### src/rtl/reset_seq_pkg.sv
// Shared types and width helpers for the reset sequencer.
package reset_seq_pkg;

  typedef enum logic [2:0] {
    ST_HOLD     = 3'd0,
    ST_RELEASE  = 3'd1,
    ST_WAIT_ACK = 3'd2,
    ST_STEP     = 3'd3,
    ST_DONE     = 3'd4,
    ST_ERROR    = 3'd5
  } seq_state_t;

  // Domain index width; never narrower than one bit.
  function automatic int unsigned calc_idxw(input int unsigned n);
    if (n <= 32'd2) return 32'd1;
    return 32'($clog2(n));
  endfunction

  // Counter width wide enough to hold the largest terminal count.
  function automatic int unsigned calc_cw(input int unsigned hold_c,
                                          input int unsigned step_c,
                                          input int unsigned ack_c);
    int unsigned m;
    m = hold_c;
    if (step_c > m) m = step_c;
    if (ack_c > m) m = ack_c;
    return 32'($clog2(m + 32'd1));
  endfunction

endpackage

### src/rtl/reset_sync.sv
// Two-stage reset synchroniser: asserts asynchronously, deasserts on the clock.
module reset_sync (
  input  logic clk,
  input  logic rst_n,
  output logic o_rst_sync_n
);

  logic [1:0] r_sync;

  // Shift ones in after reset release; clear both stages immediately on assertion.
  always_ff @(posedge clk or negedge rst_n) begin
    if (!rst_n) begin
      r_sync <= 2'b00;
    end else begin
      r_sync <= {r_sync[0], 1'b1};
    end
  end

  assign o_rst_sync_n = r_sync[1];

endmodule

### src/rtl/reset_sequencer.sv
// Releases reset domains one at a time in index order, waiting for each ack.
module reset_sequencer
  import reset_seq_pkg::*;
#(
  parameter int unsigned  NUM_DOMAINS = 3,
  parameter int unsigned  HOLD_CYCLES = 16,
  parameter int unsigned  STEP_CYCLES = 8,
  parameter int unsigned  ACK_TIMEOUT = 255,
  localparam int unsigned IDXW        = calc_idxw(NUM_DOMAINS)
) (
  input  logic                   clk,
  input  logic                   async_reset_i,
  input  logic                   sw_reset_req_i,
  input  logic [NUM_DOMAINS-1:0] domain_ack_i,
  output logic [NUM_DOMAINS-1:0] domain_reset_o,
  output logic                   seq_done_o,
  output logic                   seq_error_o,
  output logic [IDXW-1:0]        err_domain_o
);

  localparam int unsigned CW = calc_cw(HOLD_CYCLES, STEP_CYCLES, ACK_TIMEOUT);

  localparam logic [CW-1:0]   HOLD_LAST = CW'(HOLD_CYCLES - 32'd1);
  localparam logic [CW-1:0]   STEP_LAST = (STEP_CYCLES == 32'd0) ? '0 : CW'(STEP_CYCLES - 32'd1);
  localparam logic [CW-1:0]   ACK_LAST  = (ACK_TIMEOUT == 32'd0) ? '0 : CW'(ACK_TIMEOUT - 32'd1);
  localparam logic [CW-1:0]   CNT_MAX   = {CW{1'b1}};
  localparam logic [IDXW-1:0] IDX_LAST  = IDXW'(NUM_DOMAINS - 32'd1);
  localparam logic [NUM_DOMAINS-1:0] ALL_RESET = {NUM_DOMAINS{1'b1}};

  logic                   w_rst_n;

  seq_state_t             r_state;
  seq_state_t             w_state_nxt;
  logic [CW-1:0]          r_cnt;
  logic [CW-1:0]          w_cnt_nxt;
  logic [CW-1:0]          w_cnt_inc;
  logic [IDXW-1:0]        r_idx;
  logic [IDXW-1:0]        w_idx_nxt;

  logic [NUM_DOMAINS-1:0] r_domain_reset;
  logic [NUM_DOMAINS-1:0] w_domain_reset_nxt;
  logic                   r_seq_done;
  logic                   w_seq_done_nxt;
  logic                   r_seq_error;
  logic                   w_seq_error_nxt;
  logic [IDXW-1:0]        r_err_domain;
  logic [IDXW-1:0]        w_err_domain_nxt;

  logic                   w_ack_cur;
  logic                   w_release;

  reset_sync u_reset_sync (
    .clk          (clk),
    .rst_n        (async_reset_i),
    .o_rst_sync_n (w_rst_n)
  );

  // Ack of the domain currently being brought up.
  always_comb begin
    w_ack_cur = 1'b0;
    for (int unsigned i = 0; i < NUM_DOMAINS; i++) begin
      if (r_idx == IDXW'(i)) w_ack_cur = domain_ack_i[i];
    end
  end

  // Shared cycle counter saturates instead of wrapping.
  always_comb begin
    w_cnt_inc = (r_cnt == CNT_MAX) ? r_cnt : r_cnt + CW'(1);
  end

  // Next-state, counter, index and output-register values.
  always_comb begin
    w_state_nxt        = r_state;
    w_cnt_nxt          = w_cnt_inc;
    w_idx_nxt          = r_idx;
    w_domain_reset_nxt = r_domain_reset;
    w_seq_done_nxt     = r_seq_done;
    w_seq_error_nxt    = r_seq_error;
    w_err_domain_nxt   = r_err_domain;
    w_release          = 1'b0;

    if (sw_reset_req_i) begin
      w_state_nxt        = ST_HOLD;
      w_cnt_nxt          = '0;
      w_idx_nxt          = '0;
      w_domain_reset_nxt = ALL_RESET;
      w_seq_done_nxt     = 1'b0;
      w_seq_error_nxt    = 1'b0;
      w_err_domain_nxt   = '0;
    end else begin
      case (r_state)
        ST_HOLD: begin
          if (r_cnt == HOLD_LAST) begin
            w_state_nxt = ST_RELEASE;
            w_cnt_nxt   = '0;
            w_idx_nxt   = '0;
            w_release   = 1'b1;
          end
        end
        ST_RELEASE: begin
          w_state_nxt = ST_WAIT_ACK;
          w_cnt_nxt   = '0;
        end
        ST_WAIT_ACK: begin
          // An ack in the last permitted cycle beats the timeout.
          if (w_ack_cur) begin
            w_cnt_nxt = '0;
            if (r_idx == IDX_LAST) begin
              w_state_nxt    = ST_DONE;
              w_seq_done_nxt = 1'b1;
            end else if (STEP_CYCLES == 32'd0) begin
              w_state_nxt = ST_RELEASE;
              w_idx_nxt   = r_idx + IDXW'(1);
              w_release   = 1'b1;
            end else begin
              w_state_nxt = ST_STEP;
            end
          end else if ((ACK_TIMEOUT != 32'd0) && (r_cnt == ACK_LAST)) begin
            w_state_nxt        = ST_ERROR;
            w_cnt_nxt          = '0;
            w_domain_reset_nxt = ALL_RESET;
            w_seq_error_nxt    = 1'b1;
            w_err_domain_nxt   = r_idx;
          end
        end
        ST_STEP: begin
          if (r_cnt == STEP_LAST) begin
            w_state_nxt = ST_RELEASE;
            w_cnt_nxt   = '0;
            w_idx_nxt   = r_idx + IDXW'(1);
            w_release   = 1'b1;
          end
        end
        ST_DONE, ST_ERROR: begin
        end
        default: begin
          w_state_nxt        = ST_HOLD;
          w_cnt_nxt          = '0;
          w_idx_nxt          = '0;
          w_domain_reset_nxt = ALL_RESET;
          w_seq_done_nxt     = 1'b0;
          w_seq_error_nxt    = 1'b0;
          w_err_domain_nxt   = '0;
        end
      endcase
    end

    if (w_release) begin
      for (int unsigned i = 0; i < NUM_DOMAINS; i++) begin
        if (w_idx_nxt == IDXW'(i)) w_domain_reset_nxt[i] = 1'b0;
      end
    end
  end

  // State, counter and index registers.
  always_ff @(posedge clk or negedge w_rst_n) begin
    if (!w_rst_n) begin
      r_state <= ST_HOLD;
      r_cnt   <= '0;
      r_idx   <= '0;
    end else begin
      r_state <= w_state_nxt;
      r_cnt   <= w_cnt_nxt;
      r_idx   <= w_idx_nxt;
    end
  end

  // Output registers; reset forces every domain into reset without a glitch.
  always_ff @(posedge clk or negedge w_rst_n) begin
    if (!w_rst_n) begin
      r_domain_reset <= ALL_RESET;
      r_seq_done     <= 1'b0;
      r_seq_error    <= 1'b0;
      r_err_domain   <= '0;
    end else begin
      r_domain_reset <= w_domain_reset_nxt;
      r_seq_done     <= w_seq_done_nxt;
      r_seq_error    <= w_seq_error_nxt;
      r_err_domain   <= w_err_domain_nxt;
    end
  end

  assign domain_reset_o = r_domain_reset;
  assign seq_done_o     = r_seq_done;
  assign seq_error_o    = r_seq_error;
  assign err_domain_o   = r_err_domain;

endmodule

### config.mk
export PLATFORM = sky130hd
export DESIGN_NAME = reset_sequencer
export DESIGN_NICKNAME = d
export VERILOG_FILES = /design/src/rtl/reset_seq_pkg.sv /design/src/rtl/reset_sync.sv /design/src/rtl/reset_sequencer.sv
export SDC_FILE = /design/constraint.sdc
export NUM_CORES = 1
export LEC_CHECK = 0
export CAP_MARGIN = 20
export CORE_MARGIN = 10
export CORE_UTILIZATION = 55
export DETAILED_ROUTE_END_ITERATION = 7
export PLACE_DENSITY = 0.78
export SKIP_LAST_GASP = 1
export SLEW_MARGIN = 20
export SYNTH_ARGS = -nofsm -noshare
export SYNTH_HDL_FRONTEND = slang
export SYNTH_SLANG_ARGS = --single-unit
### constraint.sdc
create_clock -name clk -period 1.9 [get_ports clk]
set_input_delay 0.285 -clock clk [delete_from_list [all_inputs] [get_ports clk]]
set_output_delay 0.285 -clock clk [all_outputs]
set_load 0.02 [all_outputs]
==> run summary <==
The flow ran to the end, and the final reports show no timing, DRC or antenna violations. The synthesized netlist occupies a cell area of 1270 µm². Once the floorplan was initialized, standard cells occupied 57.6% of the core. The post-route clock skew came out at 0.0107 ns. The number of fillers in the final layout was 149. The post-route setup TNS was 0 ns.

The fraction of layout cells with a size suffix above 1 works out to 33.9%. Total number of clock tree sinks: 22. Number of antenna violations at the first check in global routing: 0.

Hold repair after CTS inserted 0 buffers. The tools report the cell chosen for the clock root as clkbuf_4. The logs give 21 for the pin count of the biggest net entering global routing and 637 µV for the worst supply voltage drop on vdd.

The class of the most critical setup path is reg2reg. Subtracting the final worst setup slack from the clock period gives 1.90 ns. The net count of the finished layout was 177.

After clock tree synthesis, the clock-pin slew on the worst setup and hold paths is 0.14 ns. After global routing the overflow that remains totals 0. The tools report the via count of the first global-routing pass as 1,074.

Of all nets on the critical path, the largest fanout is 5. Top cell type by total area after synthesis: dfrtp_1. The max-slew violation count is 0. The mean post-synth cell area was 9.37 µm²; the buffer levels on the longest clock path was 2.

The number of buffers added on ports was 12. The tools report the detailed-router iteration count before antenna repair as 4. Using the TritonRoute via totals, the vias-per-cell ratio works out to 5.91. The logs give 0 for the number of hold violations in the final report and 13 for the number of top-level design ports. The share of the Yosys chip area taken by registers is 43.5%. The top cell type by area accounts for 37.3% of the synthesized area. In this run the standard cell core region covers 2210 µm². In this run the power density over the cells is 798 nW/µm². TritonCTS built the clock tree.

For the register-to-register setup slack, the log shows 0.003 ns. The tools report the data required time at the worst endpoint as 2.15 ns. Timing would allow up to 527 MHz. The reported leakage power is 0.723 nW. The setup slack after layout is 0.00334 ns, and the arrival time of data at the critical path endpoint is 2.15 ns. At the end of routability-driven placement, the weighted congestion stood at 0.863. The detail route stage leaves a number of antenna-violating nets equal to 0. The unique cell type count in the Yosys netlist was 40; the max-cap violation count was 0. Ranked by total cell area, the synthesized netlist is headed by dfrtp_1 37%, dfstp_2 6.2%, ha_1 4.9%, nor2_1 3.8%, inv_1 3.2%.

Across all layers, the routed design uses 1,141 vias. The number of H-tree levels is 1. For the pin with the worst max-slew slack, the measured transition is 0.831 ns. The floorplan has 17 rows. During synthesis, Yosys emitted a total of 0 warnings. In this run the worst hold path is classified as in2async. Compared with the post-synthesis result, the final layout area differs by 35.6%. The post-route fraction of the period consumed by the critical path is 99.8%.

Clock tree synthesis inserted a total of 3 buffers. Yosys mapped a number of flops with a built-in enable equal to 0. The worst setup path is captured at a flop. The nature of the critical path startpoint is a flop. 0 antenna diodes ended up in the layout. Detailed placement finished with a half-perimeter wire length of 2250 µm. Global routing consumed, over all layers together, 14.2% of the routing resources.

The floorplan step set the die width to 68.1 µm. When the netlist entered floorplanning its net count stood at 147. In the final routed layout, each cell accounts on average for 17.5 µm. The most instantiated flip-flop cell in the synthesis netlist was dfrtp_1.

Headroom to the max-slew limit came out at 44.6%. The run gives 0 as the count of endpoints failing setup in the final report. After technology mapping, the gate count stands at 136. Setup repair after global routing could not meet its margin everywhere. The logs give 78.2% for the final core utilization and 81 for the DRC marker count from the first detailed-route iteration. The setup slack after placement was 0.00448 ns. Synthesis inferred 22 register bits. Ranked by instance count, the synthesized netlist is headed by 19 x dfrtp_1, 13 x nor2_1, 11 x inv_1, 10 x nand2_1, 7 x nor3_1. The total wire length was 3380 µm. The die covers 4640 µm². In the routed design, unresolved DRC markers number 0. The height of the die came out at 68.1 µm. Proportion of register bits with asynchronous set or reset after synthesis: 100%. By instance count, the leading cell after synthesis is dfrtp_1. The wire length of the first global-routing pass came out at 5010 µm.

The tools report the worst hold margin as 0.101 ns. The run gives 0.32 ns as the later-pin clock latency in the skew report.
[worst max-delay path: stages, from the launching register on]
cell,delay (ns)
dfrtp_1,0.41
inv_2,0.08
ha_1,0.15
nand3b_1,0.12
a21oi_2,0.08
buf_4,0.15
o41ai_4,0.40
buf_4,0.22
mux2i_1,0.20
[kinds of logic after synthesis]
| group | Yosys count | synth area share, % |
|---|---|---|
| xor+xnor | 3 | 2.06 |
| mux | 4 | 3.24 |
| flops | 22 | 43.5 |
| other cells | 1 | 0.294 |
| compound gates | 27 | 17.0 |
| simple gates | 56 | 23.3 |
| buf+inv | 18 | 5.79 |
| fa+ha+maj | 5 | 4.91 |
[power breakdown]
| part | internal [mW] | total [mW] | leakage (nW) | switching, mW |
|---|---|---|---|---|
| Clock | 0.213 | 0.366 | 0.0279 | 0.153 |
| Combinational | 0.212 | 0.464 | 0.407 | 0.252 |
| Sequential | 0.505 | 0.549 | 0.288 | 0.0435 |
| Total | 0.931 | 1.38 | 0.723 | 0.448 |
[layout make-up]
cell class                      count  area [µm²]  area share (%)
Clock buffer                        3        22.5            1.30
Tap cell                           28        35.0            2.03
Inverter                           11        41.3            2.39
Sequential cell                    22         556            32.1
Multi-Input combinational cell     96         771            44.6
Timing Repair Buffer               32         274            15.8
Clock inverter                      1        30.0            1.74
[per-stage QoR]
stage / cells / instance area [µm²] / power, mW
final: 193 / 1730 / 1.38
after global routing: 193 / 1730 / 1.45
after CTS: 189 / 1590 / 1.28
after detailed placement: 184 / 1510 / 0.917
after global placement: 184 / 1510 / 0.897
after floorplan: 136 / 1270 / 0.780
[per-layer routing]
metal / global-route usage (%) / vias to the layer above / share of wire [%]
met2: 23.5 / 45 / 52
li1: - / 544 / -
met4: 7.79 / 0 / 1.7
met5: 0 / - / 0
met1: 16.9 / 544 / 42
met3: 2.94 / 8 / 4.9
[sequential cells by signal, indices dropped and copies added (netlist names)]
| name | count |
|---|---|
| domain_reset_o | 3 |
| err_domain_o | 2 |
| r_cnt | 8 |
| r_idx | 2 |
| r_state | 3 |
| seq_done_o | 1 |
| seq_error_o | 1 |
| u_reset_sync.r_sync | 2 |
[cell usage in the layout (no fill, tap or decap), drive strengths merged, types with 2 or more instances in the layout]
cell type and n:
a2bb2oi 2, nor4b 3, a211oi 3, dfstp 3, a21oi 6, a31oi 3
a32o 2, nand2 10, inv 11, nor2b 3, nor4 2, xnor2 2
clkbuf 3, nand3b 2, nor2 13, nand4 3, clkdlybuf4s50 12, nand3 6
dfrtp 19, nor3b 2, buf 20, o21a 4, nor3 7, ha 5
mux2i 3
[final timing paths]
kind	start	endpoint	depth (start not counted)
hold / removal	async_reset_i	u_reset_sync.r_sync[1]$_DFF_PN0_	1
min in group clk	u_reset_sync.r_sync[0]$_DFF_PN0_	u_reset_sync.r_sync[1]$_DFF_PN0_	0
hold reg to reg	u_reset_sync.r_sync[1]$_DFF_PN0_	err_domain_o[0]$_DFFE_PN0P_	0
setup reg to reg	r_idx[1]$_DFF_PN0_	err_domain_o[1]$_DFFE_PN0P_	8
max in group asynchronous	u_reset_sync.r_sync[1]$_DFF_PN0_	r_cnt[3]$_DFF_PN0_	0
setup / recovery	r_idx[1]$_DFF_PN0_	err_domain_o[1]$_DFFE_PN0P_	8
[repair_timing]
action / 4_1_cts / 5_1_grt
pin swaps: 2 / 9
setup endpoints to repair: 14 / 17
resized for setup: 3 / 27
setup buffers: 1 / 4
Note: power is estimated with default switching activity, not from simulation.
